**src/rtl/rv_regfile.sv**
```systemverilog
// rv_regfile: integer register file with NREAD registered read ports, one
// write port with same-cycle write-to-read bypass, and an optional
// hardwired-zero register 0.
//
// The storage array has no reset. After reset, or when clear_in is pulsed,
// a clear sequencer writes zero to every register, one register per cycle.
// While this runs, ready_out is low and the read outputs are held at zero.
//
//   state    | meaning
//   ---------+-------------------------------------------------------------
//   ST_CLEAR | zeroing regs[r_clr_idx] each cycle; writes dropped, reads 0
//   ST_RUN   | normal operation: writes land, reads registered (stallable)
module rv_regfile #(
    parameter int  XLEN     = 32,
    parameter int  NREGS    = 32,
    parameter int  NREAD    = 2,
    parameter bit  ZERO_REG = 1'b1,
    localparam int ADDR_W   = $clog2(NREGS)
) (
    input  logic                    clk,
    input  logic                    reset_n_in,
    input  logic                    stall_in,
    input  logic                    clear_in,
    input  logic [NREAD*ADDR_W-1:0] rs_in,
    input  logic [ADDR_W-1:0]       rd_in,
    input  logic                    rd_write_in,
    input  logic [XLEN-1:0]         rd_value_in,
    output logic [NREAD*XLEN-1:0]   rs_value_out,
    output logic                    ready_out
);

    typedef enum logic {
        ST_CLEAR = 1'b0,
        ST_RUN   = 1'b1
    } state_t;

    state_t                  r_state;
    state_t                  w_state_nxt;
    logic [ADDR_W-1:0]       r_clr_idx;
    logic [ADDR_W-1:0]       w_clr_idx_nxt;
    logic [XLEN-1:0]         r_regs [NREGS];
    logic [NREAD*XLEN-1:0]   r_rs_value;
    logic [NREAD*XLEN-1:0]   w_rs_value_nxt;
    logic                    w_wr_ok;
    logic                    w_wr_en;

    // A write is meaningful unless it targets the hardwired-zero register;
    // it only lands while running.
    always_comb begin
        w_wr_ok = rd_write_in && !(ZERO_REG && (rd_in == '0));
        w_wr_en = (r_state == ST_RUN) && w_wr_ok;
    end

    // Next-state logic: walk the clear index to the last register, then run.
    always_comb begin
        w_state_nxt   = r_state;
        w_clr_idx_nxt = r_clr_idx;
        case (r_state)
            ST_CLEAR: begin
                w_clr_idx_nxt = r_clr_idx + ADDR_W'(1);
                if (r_clr_idx == ADDR_W'(NREGS - 1)) begin
                    w_state_nxt = ST_RUN;
                end
            end
            ST_RUN: begin
                if (clear_in) begin
                    w_state_nxt   = ST_CLEAR;
                    w_clr_idx_nxt = '0;
                end
            end
            default: begin
                w_state_nxt   = ST_CLEAR;
                w_clr_idx_nxt = '0;
            end
        endcase
    end

    // Read data selection. The zero register takes priority over bypass, and
    // bypass takes priority over the array. A stall leaves the previous value.
    always_comb begin
        w_rs_value_nxt = r_rs_value;
        if (r_state == ST_CLEAR) begin
            w_rs_value_nxt = '0;
        end else if (!stall_in) begin
            for (int k = 0; k < NREAD; k++) begin
                if (ZERO_REG && (rs_in[k*ADDR_W +: ADDR_W] == '0)) begin
                    w_rs_value_nxt[k*XLEN +: XLEN] = '0;
                end else if (w_wr_ok && (rd_in == rs_in[k*ADDR_W +: ADDR_W])) begin
                    w_rs_value_nxt[k*XLEN +: XLEN] = rd_value_in;
                end else begin
                    w_rs_value_nxt[k*XLEN +: XLEN] = r_regs[rs_in[k*ADDR_W +: ADDR_W]];
                end
            end
        end
    end

    // Control state and registered read outputs.
    always_ff @(posedge clk or negedge reset_n_in) begin
        if (!reset_n_in) begin
            r_state    <= ST_CLEAR;
            r_clr_idx  <= '0;
            r_rs_value <= '0;
        end else begin
            r_state    <= w_state_nxt;
            r_clr_idx  <= w_clr_idx_nxt;
            r_rs_value <= w_rs_value_nxt;
        end
    end

    // Storage array: deliberately unreset; the clear sequencer defines it.
    always_ff @(posedge clk) begin
        if (r_state == ST_CLEAR) begin
            r_regs[r_clr_idx] <= '0;
        end else if (w_wr_en) begin
            r_regs[rd_in] <= rd_value_in;
        end
    end

    assign rs_value_out = r_rs_value;
    assign ready_out    = (r_state == ST_RUN);

endmodule

```
**config.mk**
```make
export PLATFORM = sky130hd
export DESIGN_NAME = rv_regfile
export DESIGN_NICKNAME = d
export VERILOG_FILES = /design/src/rtl/rv_regfile.sv
export SDC_FILE = /design/constraint.sdc
export NUM_CORES = 1
export LEC_CHECK = 0
export BUFFER_PORTS_ARGS = -buffer_cell sky130_fd_sc_hd__buf_4
export CORE_MARGIN = 8
export CORE_UTILIZATION = 35
export DETAILED_ROUTE_END_ITERATION = 6
export HOLD_SLACK_MARGIN = 0.03
export PLACE_DENSITY_LB_ADDON = 0.1
export REMOVE_ABC_BUFFERS = 1
export SETUP_SLACK_MARGIN = 0.4
export SLEW_MARGIN = 15
export SYNTH_ARGS = -nofsm -noshare
export SYNTH_HDL_FRONTEND = slang
export SYNTH_SLANG_ARGS = --single-unit
```
**constraint.sdc**
```tcl
create_clock -name clk -period 4.1 [get_ports clk]
set_clock_uncertainty 0.1 [all_clocks]
set_input_delay 0.82 -clock clk [delete_from_list [all_inputs] [get_ports clk]]
set_output_delay 0.82 -clock clk [all_outputs]
set_load 0.02 [all_outputs]
```
# Word level (Yosys, flattened, before mapping)

Memories as Yosys holds them, arrays and structs flattened.
Cells that the tools add are included.

Bits in registers: 70
Bits in latches: 0
RAM bits: 1024
ROM bits: 0
Output and inout port bits: 65
Word-level logic and storage cells: 38
Memories kept: 1

Memories:

| memory | words | width | rd ports | clocked after Yosys merged registers in | write ports | line | source |
|---|---|---|---|---|---|---|---|
| r_regs | 32    | 32    | 2        | 0                                       | 1           | 41   | `logic [XLEN-1:0] r_regs [NREGS];` |

Add/subtract/negate cells: 1
Multipliers: 0
Div/mod/pow operators: 0
Magnitude comparators: 0
Eq/ne operators: 5
Shifts and indexed selects: 0
Multiplexer cells: 18
Bitwise logic cells: 1
Reduce and logical (&&, ||, !) cells: 9

Operator list:

| operator                                                       | number |
|---|---|
| 32-bit 2-to-1 mux                                              | 5 |
| 64-bit 2-to-1 mux                                              | 2 |
| 32-bit OR reduction                                            | 1 |
| 5-bit zero test                                                | 3 |
| 5-bit equality test                                            | 2 |
| 5-bit 2-to-1 mux                                               | 2 |
| 5-bit one-hot mux with 2 select lines                          | 1 |
| 1-bit 2-to-1 mux                                               | 7 |
| 5-bit by 1-bit adder with 5-bit output (second input constant) | 1 |
| 5-bit equality test (second input constant)                    | 1 |
| 1-bit logical AND                                              | 4 |
| 2-bit inequality test (second input constant)                  | 2 |
| 1-bit one-hot mux with 2 select lines                          | 1 |
| 1-bit zero test                                                | 1 |
| 1-bit inverter                                                 | 1 |

# Depth between registers and ports, before layout

Depth in word-level cells: 9
Depth in mapped cells: 10

# Worst setup path before layout

No wires, ideal clock.

Path kind: input to register
From: in rd_in[2]
To: mem r_regs[11][0], enable pin
Library setup time: 0.421 ns
Data arrival time: 3.662 ns
Data required time: 3.579 ns
Setup slack: -0.083 ns
Cell stages on the path: 7
Buffers on the path: 2
Cell sequence: buf_2 -> or4_4 -> o211a_1 -> mux2i_1 -> or2_2 -> clkbuf_1 -> nor2_1

Longest elaborated chain between the ends: 9

Ends and longest elaborated chain:

| what                                                                  | line | source |
|---|---|---|
| start, declared                                                       | 25   | `input logic [ADDR_W-1:0] rd_in,` |
| 5-bit zero test                                                       | 50   | `w_wr_ok = rd_write_in && !(ZERO_REG && (rd_in == '0));` |
| 1-bit zero test                                                       | 50   |  |
| 1-bit logical AND                                                     | 50   |  |
| 1-bit logical AND                                                     | 51   | `w_wr_en = (r_state == ST_RUN) && w_wr_ok;` |
| 1-bit 2-to-1 mux                                                      | 114  | `end else if (w_wr_en) begin` |
| 1-bit 2-to-1 mux                                                      | 112  | `if (r_state == ST_CLEAR) begin` |
| 1-bit 2-to-1 mux (not written as such)                                | 115  | `r_regs[rd_in] <= rd_value_in;` |
| 32-bit OR reduction (no source line)                                  | n/a  |  |
| 5-bit 2-to-1 mux (no source line) or 1-bit 2-to-1 mux (tied branches) | n/a  |  |
| end, declared                                                         | 41   |  |

Several ways; a longest one is shown, not always the timed one.

# Final worst setup path

From: in rd_in[0]
To: mem r_regs[15][20], enable pin

Same word-level chain as after synthesis.

==> flow_metrics.py <==
metrics = {
    "die": {
        "initial_core_util_pct": 35.2,
        "dieArea_sq_mm": 0.157,
        "placementRows": 139,
        "io_pins": 117,
        "die_w_um": 396,
        "core_area_sq_mm": 0.143,
        "fp.dieH_um": 396,
    },
    "setup_path": {
        "critPathLaunchType": "primary input",
        "cp-end-kind": "flip-flop",
        "crit_fanout": 16,
        "crit_chain": "buf_4 > or4_4 > o211a_2 > mux2i_1 > or2_2 > nor2_4 > buf_4",
        "crit_arrival_ns": 3.30,
        "worst-r2r-setup-slack_ns": 1.19,
        "cp_slowest_stage_delay_ns": 0.55,
        "worst_path_most_repeated_cell": "buf_4",
        "required_ns": 4.41,
        "cp_slowest_cell": "or4_4",
        "path_class": "primary input to flip-flop",
    },
    "clock_network": {
        "cts_hold_buf": 0,
        "cts_tree": "built",
        "cts_sinks": 1094,
        "numCtsBuffers": 130,
        "clk_pin_slew_worst_paths_ns": 0.06,
        "worstSkewPairLatency_ns": 0.77,
        "post_cts_buffers": 0,
        "cts_resized": 0,
        "root_buffer": "clkbuf_16",
        "cts_buffer_depth": 3,
        "htreeDepth": 4,
    },
    "synth": {
        "yosysWarningCount": 0,
        "netlist_area_sq_mm": 0.0506,
        "synthTopCellsByCount": "edfxtp_1, mux4_2, mux2i_1",
        "avgSynthCellArea_sq_um": 18.5,
        "syn_inst": 2731,
        "synth_cell_types": 67,
        "synth_top_cell_by_area": "edfxtp_1",
        "ys_seq_elements": 1094,
        "synth_most_common_cell": "edfxtp_1",
        "ys.flop_type": "edfxtp_1",
        "synth_area_leaders": "edfxtp_1, mux4_2, mux2i_1",
        "synth-edff-count": 1024,
        "synth_top_area_share_pct": 60.8,
        "async_reset_ff_share_pct": 6.40,
        "synth_seq_area_share_pct": 64.3,
    },
    "finish": {
        "fillCellCount": 12700,
        "drive_gt1_share_pct": 32.0,
        "nets": 3010,
        "area_growth_pct": 17.4,
        "antenna_cells": 0,
    },
    "grt": {
        "use_met1_pct": 30.5,
        "grt-busiest-layer": "met2",
        "antenna_found_initial": 1,
        "gr-total-overflow": 0,
        "met2_usage_pct": 37.7,
        "grt_pass1_wl_um": 252000,
        "grt_max_degree": 65,
        "grt_pass1_vias": 31600,
        "use_met3_pct": 4.23,
        "grt_usage_pct": 22.6,
    },
    "sta": {
        "rsz0062_at_grt": "no",
        "fin_crit_ns": 2.99,
        "worst_pin_slew_ns": 1.15,
        "slew_violations": 0,
        "finalHoldViolations": 0,
        "holdWs_ns": 0.0887,
        "finalSetupTns_ns": 0,
        "fin_crit_sh_pct": 72.9,
        "finalSetupViolCount": 0,
        "slew_headroom_pct": 21.1,
        "max_freq_ghz": 0.334,
    },
    "drt": {
        "vias_per_cell": 6.07,
        "num_vias": 30100,
        "drtPass1Iterations": 5,
        "ant_nets": 0,
        "drt_first_iter_violations": 2973,
        "routed_wl_um": 181000,
        "wl_per_cell_um": 36.5,
        "drc_errors": 0,
    },
    "power": {
        "p_leak_nw": 20.5,
        "vdd_drop_max_mv": 0.379,
        "power_density_mw_per_mm2": 519,
    },
    "worst_hold_path": {
        "hold_path_class": "primary input to async pin",
    },
    "placement": {
        "numPortBuffers": 116,
        "place_hpwl_um": 116000,
        "place.gp.congestion": 0.823,
    },
    "status": {
        "outcome": "finished clean",
    },
    "run": {
        "drv_cap": 0,
    },
}
==> flip-flops by register name (all words and copies together), names as in the netlist <==
name	flops
r_regs	1024
rs_value_out	64
r_clr_idx	5
ready_out	1
==> power by group <==
group          switching (mW)  internal [mW]
sequential              0.565           13.7
clock                    4.67           6.64
combinational            3.36           1.88
==> critical path: cells and delay by family <==
family	cells	cell delay (ns)
AND/OR/NAND/NOR	3	1.31
buffers and inverters	2	0.51
AO/OA/AOI/OAI	1	0.38
multiplexers	1	0.23
==> layer usage <==
| layer | vias up | wire length [um] |
|---|---|---|
| li1 | 12200 | - |
| met1 | 16400 | 76000 |
| met2 | 1320 | 88800 |
| met3 | 237 | 11500 |
| met4 | 0 | 4520 |
| met5 | - | 0 |
==> final timing paths <==
path | end | startpoint | cells past startpoint
setup / recovery | r_regs[15][20]$_DFFE_PP_ | rd_in[0] | 7
hold / removal | rs_value_out[21]$_DFFE_PN0P_ | reset_n_in | 1
setup reg to reg | rs_value_out[18]$_DFFE_PN0P_ | ready_out$_DFF_PN0_ | 7
hold reg to reg | rs_value_out[4]$_DFFE_PN0P_ | rs_value_out[4]$_DFFE_PN0P_ | 2
max in group asynchronous | rs_value_out[11]$_DFFE_PN0P_ | reset_n_in | 2
min in group clk | r_clr_idx[4]$_DFFE_PN0P_ | clear_in | 2
==> final cells by class <==
class	instances	area (sq um)	share of cell area, %
sequential	1094	32500	54.8
multi-input combinational	1405	17200	28.9
clock buffer	180	3780	6.38
timing repair buffer	322	3110	5.25
tap	1903	2380	4.01
clock inverter	51	378	0.637
inverter	3	11.3	0.0190
==> cell usage in the layout, fill, tap and decap left out, drive strengths merged, types with 3 or more instances in the layout <==
master and count:
a21oi 54, nand3 5, o22ai 95, or2 5, a211oi 20, buf 322, mux4 417, a211o 35
bufinv 3, o21ai 56, nand2 51, o211ai 22, nor2b 14, a2111oi 9, and2 35, nor2 45
edfxtp 1024, a221o 4, mux2i 218, clkbuf 180, xnor2 11, clkinvlp 9, dfrtp 70, or4 9
clkinv 33, a22oi 183, a22o 56, a31o 4, inv 9, nor3 4, a21o 20, nand2b 6
==> kinds of logic after synthesis <==
family | synth area share, %
flip-flops | 64.3
multiplexers | 23.1
AO/OA/AOI/OAI | 7.94
buffers and inverters | 2.49
AND/OR/NAND/NOR | 1.92
XOR/XNOR | 0.208
adder cells (fa/ha/maj) | 0.0495
==> metrics by stage <==
step	instance area [sq um]	setup slack [ns]	utilization (%)	std cells	total power, mW
3_5_place_dp	55200	0.342	38.5	4727	19.8
3_3_place_gp	55200	-0.245	38.5	4727	19.7
5_1_grt	59300	1.06	41.4	4958	31.8
4_1_cts	59300	1.16	41.4	4958	31.1
6_report	59300	1.11	41.4	4958	30.8
2_1_floorplan	49300	-0.380	-	2502	16.7
(Power assumes the default switching activity.)
